## config.mk

```make
export PLATFORM = sky130hd
export DESIGN_NAME = sync_up_counter_casc
export DESIGN_NICKNAME = d
export VERILOG_FILES = /design/src/rtl/sync_up_counter_casc_pkg.sv /design/src/rtl/sync_up_counter_casc_digit.sv /design/src/rtl/sync_up_counter_casc.sv
export SDC_FILE = /design/constraint.sdc
export NUM_CORES = 1
export LEC_CHECK = 0
export ABC_AREA = 1
export CORE_ASPECT_RATIO = 0.5
export CORE_MARGIN = 8
export CORE_UTILIZATION = 42
export CTS_BUF_LIST = sky130_fd_sc_hd__clkbuf_8 sky130_fd_sc_hd__clkbuf_16
export CTS_CLUSTER_SIZE = 12
export DETAILED_ROUTE_END_ITERATION = 10
export PLACE_DENSITY_LB_ADDON = 0.2
export SLEW_MARGIN = 10
export SYNTH_ARGS = -nofsm -noshare
export SYNTH_HDL_FRONTEND = slang
export SYNTH_SLANG_ARGS = --single-unit
```

## constraint.sdc

```tcl
create_clock -name clk -period 1.25 [get_ports clk]
set_input_delay 0.25 -clock clk [delete_from_list [all_inputs] [get_ports clk]]
set_output_delay 0.25 -clock clk [all_outputs]
set_load 0.05 [all_outputs]
```

## src/rtl/sync_up_counter_casc_pkg.sv

```systemverilog
// Shared constants, digit type and load clamping helper for the cascaded up counter.
package sync_up_counter_casc_pkg;
  localparam int unsigned DEF_DIGITS  = 4;
  localparam int unsigned DEF_RADIX   = 10;
  localparam int unsigned DEF_DIGIT_W = 4;
  localparam int unsigned DIGIT_MAX   = DEF_RADIX - 1;

  typedef logic [DEF_DIGIT_W-1:0] digit_t;

  // Out-of-range loaded digits saturate at the largest legal digit.
  function automatic int unsigned clamp_digit(input int unsigned value, input int unsigned radix);
    return (value >= radix) ? radix - 1 : value;
  endfunction
endpackage

```

## src/rtl/sync_up_counter_casc_digit.sv

```systemverilog
// One radix-RADIX digit stage: clear > load > step > hold, with an at-max flag for the carry chain.
module up_counter_digit
  import sync_up_counter_casc_pkg::*;
#(
  parameter int unsigned RADIX   = DEF_RADIX,
  parameter int unsigned DIGIT_W = DEF_DIGIT_W
) (
  input  logic               clk,
  input  logic               rst_n,
  input  logic               step,
  input  logic               clr,
  input  logic               load,
  input  logic [DIGIT_W-1:0] load_digit,
  output logic [DIGIT_W-1:0] digit,
  output logic               at_max
);
  localparam logic [DIGIT_W-1:0] MAX = DIGIT_W'(RADIX - 1);

  logic [DIGIT_W-1:0] digit_q, digit_d;

  always_comb begin
    digit_d = digit_q;
    if (clr) begin
      digit_d = '0;
    end else if (load) begin
      digit_d = DIGIT_W'(clamp_digit(32'(load_digit), RADIX));
    end else if (step) begin
      digit_d = (digit_q == MAX) ? '0 : digit_q + DIGIT_W'(1);
    end
  end

  always_ff @(posedge clk or negedge rst_n) begin
    if (!rst_n) digit_q <= '0;
    else        digit_q <= digit_d;
  end

  assign digit  = digit_q;
  assign at_max = (digit_q == MAX);
endmodule

```

## src/rtl/sync_up_counter_casc.sv

```systemverilog
// Cascaded synchronous up counter: DIGITS digit stages, AND-chained carries, overflow pulse and sticky flag.
module sync_up_counter_casc
  import sync_up_counter_casc_pkg::*;
#(
  parameter int unsigned DIGITS  = DEF_DIGITS,
  parameter int unsigned RADIX   = DEF_RADIX,
  parameter int unsigned DIGIT_W = DEF_DIGIT_W
) (
  input  logic                      clk,
  input  logic                      rst_n,
  input  logic                      en,
  input  logic                      clr,
  input  logic                      load,
  input  logic [DIGITS*DIGIT_W-1:0] load_val,
  output logic [DIGITS*DIGIT_W-1:0] count,
  output logic                      tc,
  output logic                      carry_out,
  output logic                      ovf_pulse,
  output logic                      ovf_sticky,
  input  logic                      ovf_ack
);
  logic [DIGITS-1:0] at_max;
  logic [DIGITS:0]   lower_max;
  logic              wrap;
  logic              ovf_pulse_q, ovf_pulse_d;
  logic              ovf_sticky_q, ovf_sticky_d;

  assign lower_max[0] = 1'b1;

  // A digit steps only when every lower digit is at max in the same cycle.
  for (genvar gi = 0; gi < DIGITS; gi++) begin : g_digit
    assign lower_max[gi+1] = lower_max[gi] & at_max[gi];

    up_counter_digit #(
      .RADIX   (RADIX),
      .DIGIT_W (DIGIT_W)
    ) u_digit (
      .clk        (clk),
      .rst_n      (rst_n),
      .step       (en & lower_max[gi]),
      .clr        (clr),
      .load       (load),
      .load_digit (load_val[gi*DIGIT_W +: DIGIT_W]),
      .digit      (count[gi*DIGIT_W +: DIGIT_W]),
      .at_max     (at_max[gi])
    );
  end

  assign tc        = lower_max[DIGITS];
  assign wrap      = tc & en & ~clr & ~load;
  assign carry_out = wrap;

  always_comb begin
    ovf_pulse_d  = wrap;
    ovf_sticky_d = ovf_sticky_q;
    if (wrap)         ovf_sticky_d = 1'b1;
    else if (ovf_ack) ovf_sticky_d = 1'b0;
  end

  always_ff @(posedge clk or negedge rst_n) begin
    if (!rst_n) begin
      ovf_pulse_q  <= 1'b0;
      ovf_sticky_q <= 1'b0;
    end else begin
      ovf_pulse_q  <= ovf_pulse_d;
      ovf_sticky_q <= ovf_sticky_d;
    end
  end

  assign ovf_pulse  = ovf_pulse_q;
  assign ovf_sticky = ovf_sticky_q;
endmodule

```

Word-level counts from Yosys, hierarchy flattened
Cells that the tools add are included.
Operators by class
  $add $sub $neg: 4
  magnitude comparators: 4
  eq/ne operators: 4
  mux-type cells: 22
  bitwise gates (word level): 11
  reductions and logical operators: 5
Operator list (number)
  4-bit two-way mux: 20
  4-bit by 1-bit adder with 4-bit output, second input constant: 4
  4-bit == test, second input constant: 4
  4-bit >= comparator, second input constant: 4
  3-bit nonzero test: 4
  1-bit AND: 9
  1-bit two-way mux: 2
  1-bit inverter: 2
  2-bit nonzero test: 1
Storage, ports and cells
  flip-flop bits (word level): 18
  input port bits: 22
  output and inout bits: 20
  word-level logic and storage cells: 56

Depth between registers and ports, before layout
  word-level depth: 8
  gate-level depth with buffers: 9
  depth with buffers taken out: 9

Modules after synthesis
Synthesis repeated with hierarchy kept, for this count alone.
Second synthesis, totals
  cells, all modules: 210
  area, all modules: 1450.1 µm²
By module, submodules not included
  up_counter_digit: times used 4, cells an instance 48, area each 330.3 µm², sequential area each 100.1 µm²
  sync_up_counter_casc: times used 1, cells an instance 18, area each 128.9 µm², sequential area each 50.0 µm²

Least setup slack after synthesis
No wires, ideal clock.
  kind: reg-to-output
  start: register g_digit[0].u_digit.digit_q[0]
  end: output port carry_out
  arrival: 2.066 ns
  data required time: 1.000 ns
  path slack: -1.066 ns
  stages on the path, launching flop included: 6
  buffers on the path: 0
  cell sequence: dfrtp_1 -> ha_1 -> nand3_4 -> nor2_2 -> nand3b_1 -> nor2_1
On the way
  word-level cells in the longest chain between the ends: 7
Ends and longest elaborated chain
  start, declared: line sync_up_counter_casc_digit.sv:19  | logic [DIGIT_W-1:0] digit_q, digit_d;
  start signal, assigned: line sync_up_counter_casc_digit.sv:34  | else digit_q <= digit_d;
  4-bit == test: line sync_up_counter_casc_digit.sv:38  | assign at_max = (digit_q == MAX);
  1-bit AND (3 in a row): line sync_up_counter_casc.sv:32  | assign lower_max[gi+1] = lower_max[gi] & at_max[gi];
  1-bit AND (3 in a row): line sync_up_counter_casc.sv:50  | assign wrap = tc & en & ~clr & ~load;
  end, declared: line sync_up_counter_casc.sv:17  | output logic carry_out,
Every way passes these cells.

Worst setup path after layout
  start: register g_digit[0].u_digit.digit_q[1]
  end: output port carry_out
Same word-level chain as after synthesis.

==> impl_metrics.xml <==
<?xml version="1.0" encoding="UTF-8"?>
<metrics>
  <group name="job">
    <metric name="drv.max_cap_violation_count" unit="">0</metric>
  </group>
  <group name="route">
    <metric name="total_iterations_of_the_first_detailed_routing_run" unit="">7</metric>
    <metric name="route.detailed.vias_per_inst" unit="">5.78</metric>
    <metric name="routed_wire_length_per_instance" unit="µm">20.0</metric>
    <metric name="drt_wl_total" unit="µm">6520</metric>
    <metric name="post-route-drc-count" unit="">0</metric>
    <metric name="detailroute.via_count" unit="">1885</metric>
    <metric name="antenna_violating_nets_post_route" unit="">0</metric>
    <metric name="detailedRoute.firstIterationViolations" unit="">124</metric>
  </group>
  <group name="finish">
    <metric name="area.sequential" unit="µm²">469</metric>
    <metric name="numnets_final" unit="">317</metric>
    <metric name="post-route-util" unit="%">89.9</metric>
    <metric name="antennaDiodeCount" unit="">0</metric>
    <metric name="number_of_non_filler_instances_in_the_completed_layout" unit="">326</metric>
    <metric name="final.fill_count" unit="">116</metric>
    <metric name="final_layout_size_suffix_gt1_share" unit="%">49.7</metric>
    <metric name="synthToLayoutAreaGrowth" unit="%">100</metric>
    <metric name="multiInputGateArea" unit="µm²">998</metric>
  </group>
  <group name="setup_path">
    <metric name="critPathMaxFanout" unit="">3</metric>
    <metric name="cp-end-kind" unit="">primary output</metric>
    <metric name="timing.critical_path.from_type" unit="">flop</metric>
    <metric name="cp_data_required_time" unit="ps">1000</metric>
    <metric name="timing.critical_path.arrival" unit="ps">1700</metric>
    <metric name="timing.setup.critical_path_class" unit="">flop to primary output</metric>
  </group>
  <group name="global_routing">
    <metric name="first_pass_grt_wire_length" unit="µm">9040</metric>
    <metric name="first_global_vias" unit="">1858</metric>
    <metric name="grt_usage" unit="%">19.9</metric>
    <metric name="antenna_violations_before_repair" unit="">0</metric>
    <metric name="maximum_number_of_pins_on_one_net_before_global_route_repair" unit="">19</metric>
    <metric name="grt.overflow.total" unit="">0</metric>
  </group>
  <group name="synthesis">
    <metric name="synth_sequential_area_ratio" unit="%">32.7</metric>
    <metric name="count_of_yosys_warnings_during_synthesis" unit="">0</metric>
    <metric name="post_synth_instance_area" unit="µm²">1380</metric>
    <metric name="synth_cell_types" unit="">28</metric>
    <metric name="post_synth.cell_area_avg" unit="µm²">7.21</metric>
    <metric name="synthCells" unit="">191</metric>
    <metric name="synth-seq-cells" unit="">18</metric>
    <metric name="syn_nets" unit="">221</metric>
  </group>
  <group name="floorplan">
    <metric name="design.die.area" unit="µm²">5480</metric>
    <metric name="boundaryPins" unit="">42</metric>
    <metric name="die_x" unit="µm">97.0</metric>
    <metric name="fp.dieH" unit="µm">56.5</metric>
    <metric name="initial_core_util" unit="%">44.9</metric>
    <metric name="core_region_area" unit="µm²">3070</metric>
    <metric name="floorplan.rows" unit="">14</metric>
  </group>
  <group name="timing">
    <metric name="timing.final.hold_violations" unit="">0</metric>
    <metric name="worstMarginPinSlew" unit="ps">323</metric>
    <metric name="timing.clock.skew" unit="ps">2.17</metric>
    <metric name="slew_headroom" unit="%">78.5</metric>
    <metric name="report.final.setup_viol" unit="">21</metric>
    <metric name="rsz0062_at_grt" unit="">yes</metric>
    <metric name="finalWorstPathRequiredPeriod" unit="ps">1950</metric>
    <metric name="timing.final.crit_share" unit="%">156</metric>
    <metric name="count_of_pins_over_their_slew_limit" unit="">0</metric>
    <metric name="setup-tns-final" unit="ps">-7500</metric>
    <metric name="final.setup.worst_slack" unit="ps">-696</metric>
    <metric name="achievable-frequency" unit="MHz">514</metric>
  </group>
  <group name="clocking">
    <metric name="cts_tree" unit="">built</metric>
    <metric name="cts-root-to-sink-buffers" unit="">2</metric>
    <metric name="clock_insertion_delay_worst_skew" unit="ps">260</metric>
    <metric name="numCtsBuffers" unit="">3</metric>
    <metric name="cts_root_buf" unit="">sky130_fd_sc_hd__clkbuf_8</metric>
    <metric name="cts.sink_count" unit="">18</metric>
    <metric name="clkSlewWorstSetupHoldPaths" unit="ps">80</metric>
    <metric name="htree_num_levels" unit="">1</metric>
  </group>
  <group name="pwr">
    <metric name="power.switching" unit="µW">893</metric>
    <metric name="leakagePower" unit="µW">0.00126</metric>
    <metric name="switching_share" unit="%">38.2</metric>
    <metric name="internal_power" unit="µW">1440</metric>
    <metric name="ir_worst_vdd" unit="mV">0.573</metric>
    <metric name="p_seq_share" unit="%">29.3</metric>
    <metric name="share_comb_of_total_power" unit="%">48.9</metric>
    <metric name="power_density_relative_to_cell_area" unit="nW/µm²">848</metric>
    <metric name="p_clk_share" unit="%">21.7</metric>
  </group>
  <group name="placement">
    <metric name="globalplace.congestion" unit="">0.845</metric>
    <metric name="number_of_placed_instances_taps_included" unit="">307</metric>
    <metric name="dp_worst_setup_slack" unit="ps">-448</metric>
    <metric name="io_buffers" unit="">41</metric>
    <metric name="post-dp-hpwl" unit="µm">3360</metric>
  </group>
  <group name="outcome">
    <metric name="violations_in_the_final_reports" unit="">setup timing</metric>
    <metric name="run_status" unit="">complete, but fails checks</metric>
  </group>
  <group name="worst_hold_path">
    <metric name="hold_path.class" unit="">input pin to async pin</metric>
  </group>
</metrics>
-- cells in the mapped netlist, drive strengths merged --
cell | n | area share [%]
a21oi | 7 | 4.2
buf | 2 | 1.2
dfrtp | 18 | 33
ha | 8 | 7.3
inv | 31 | 8.4
nand2 | 51 | 16
nand3 | 22 | 9.3
nand3b | 1 | 0.55
nand4 | 3 | 1.4
nor2 | 15 | 5.5
nor3 | 1 | 0.36
o21ai | 24 | 9.5
o21bai | 1 | 0.55
o22ai | 3 | 1.4
or2 | 3 | 1.4
xnor2 | 1 | 0.64
-- routing by layer --
metal,vias up,GRT usage (%),part of all wire [%]
met4,0,10.2,7.0
met3,56,5.37,10
met2,155,34.5,46
met1,862,22.1,37
met5,-,0,0
li1,812,-,-
-- layout make-up --
| type | instances | share of cell area [%] |
|---|---|---|
| multi-input combinational | 140 | 36.2 |
| inverter | 31 | 4.54 |
| clock buffer | 4 | 2.00 |
| timing repair buffer | 93 | 38.4 |
| tap | 40 | 1.82 |
| sequential | 18 | 17.0 |
-- cell families after synthesis --
| family | count (synthesis) | share of synthesized area, % |
|---|---|---|
| and+or+nand+nor | 96 | 34.2 |
| adders and majority gates | 8 | 7.27 |
| AOI/OAI and AO/OA | 35 | 15.6 |
| xor gates and xnor gates | 1 | 0.636 |
| buffers and inverters | 33 | 9.63 |
| DFF | 18 | 32.7 |
-- worst max-delay path: stages (launching register included) --
cell and delay (ps):
sky130_fd_sc_hd__dfrtp_2 410, sky130_fd_sc_hd__inv_2 90, sky130_fd_sc_hd__ha_4 140, sky130_fd_sc_hd__nand3_4 90, sky130_fd_sc_hd__nor2_4 120, sky130_fd_sc_hd__nand3b_1 210
sky130_fd_sc_hd__nor2_4 200, sky130_fd_sc_hd__buf_12 150
-- state kept, by name (all words and copies together), names as in the netlist --
register,cells
g_digit.u_digit.digit,16
ovf_sticky,1
ovf_pulse,1
-- power by group through the flow --
stage	clock network (µW)	registers [µW]	logic (µW)
global route	523	689	1200
global placement	0	680	940
floorplan	0	882	253
finish	508	686	1140
detailed placement	0	683	956
CTS	503	679	1030
-- layout by cell type, fill, tap and decap left out, drive strengths merged --
master         Yosys  final
a21oi              7      7
buf                2     72
clkbuf             0      4
clkdlybuf4s50      0     19
clkinvlp           0      1
dfrtp             18     18
dlygate4sd2        0      1
dlymetal6s2s       0      1
ha                 8      8
inv               31     30
nand2             51     51
nand3             22     22
nand3b             1      1
nand4              3      3
nor2              15     15
nor3               1      1
o21ai             24     24
o21bai             1      1
o22ai              3      3
or2                3      3
xnor2              1      1
-- per-stage QoR --
stage | power [µW] | area (µm²) | hold slack [ps]
floorplan | 1130 | 1450 | -45.6
global placement | 1620 | 2370 | 561
detailed placement | 1640 | 2370 | 571
CTS | 2220 | 2600 | 336
global route | 2410 | 2760 | 351
finish | 2340 | 2760 | 332
-- path summary, 6_finish.rpt --
path,slack (ps),end,start,cells after the start
hold / removal,330,g_digit[1].u_digit.digit[2],rst_n,2
max in group asynchronous,690,g_digit[0].u_digit.digit[0],rst_n,2
setup / recovery,-700,carry_out,g_digit[0].u_digit.digit[1],7
setup reg to reg,-510,g_digit[3].u_digit.digit[2],g_digit[0].u_digit.digit[1],13
min in group clk,560,ovf_sticky,clr,4
hold reg to reg,570,g_digit[3].u_digit.digit[1],g_digit[3].u_digit.digit[1],2
-- repair_timing --
item / CTS / global route
hold buffers: 0 / 0
pin swaps: 14 / 11
buffers inserted: 7 / 12
endpoints found under the setup margin: 21 / 27
resized for setup: 40 / 27
Power figures use the tool's default switching activity.
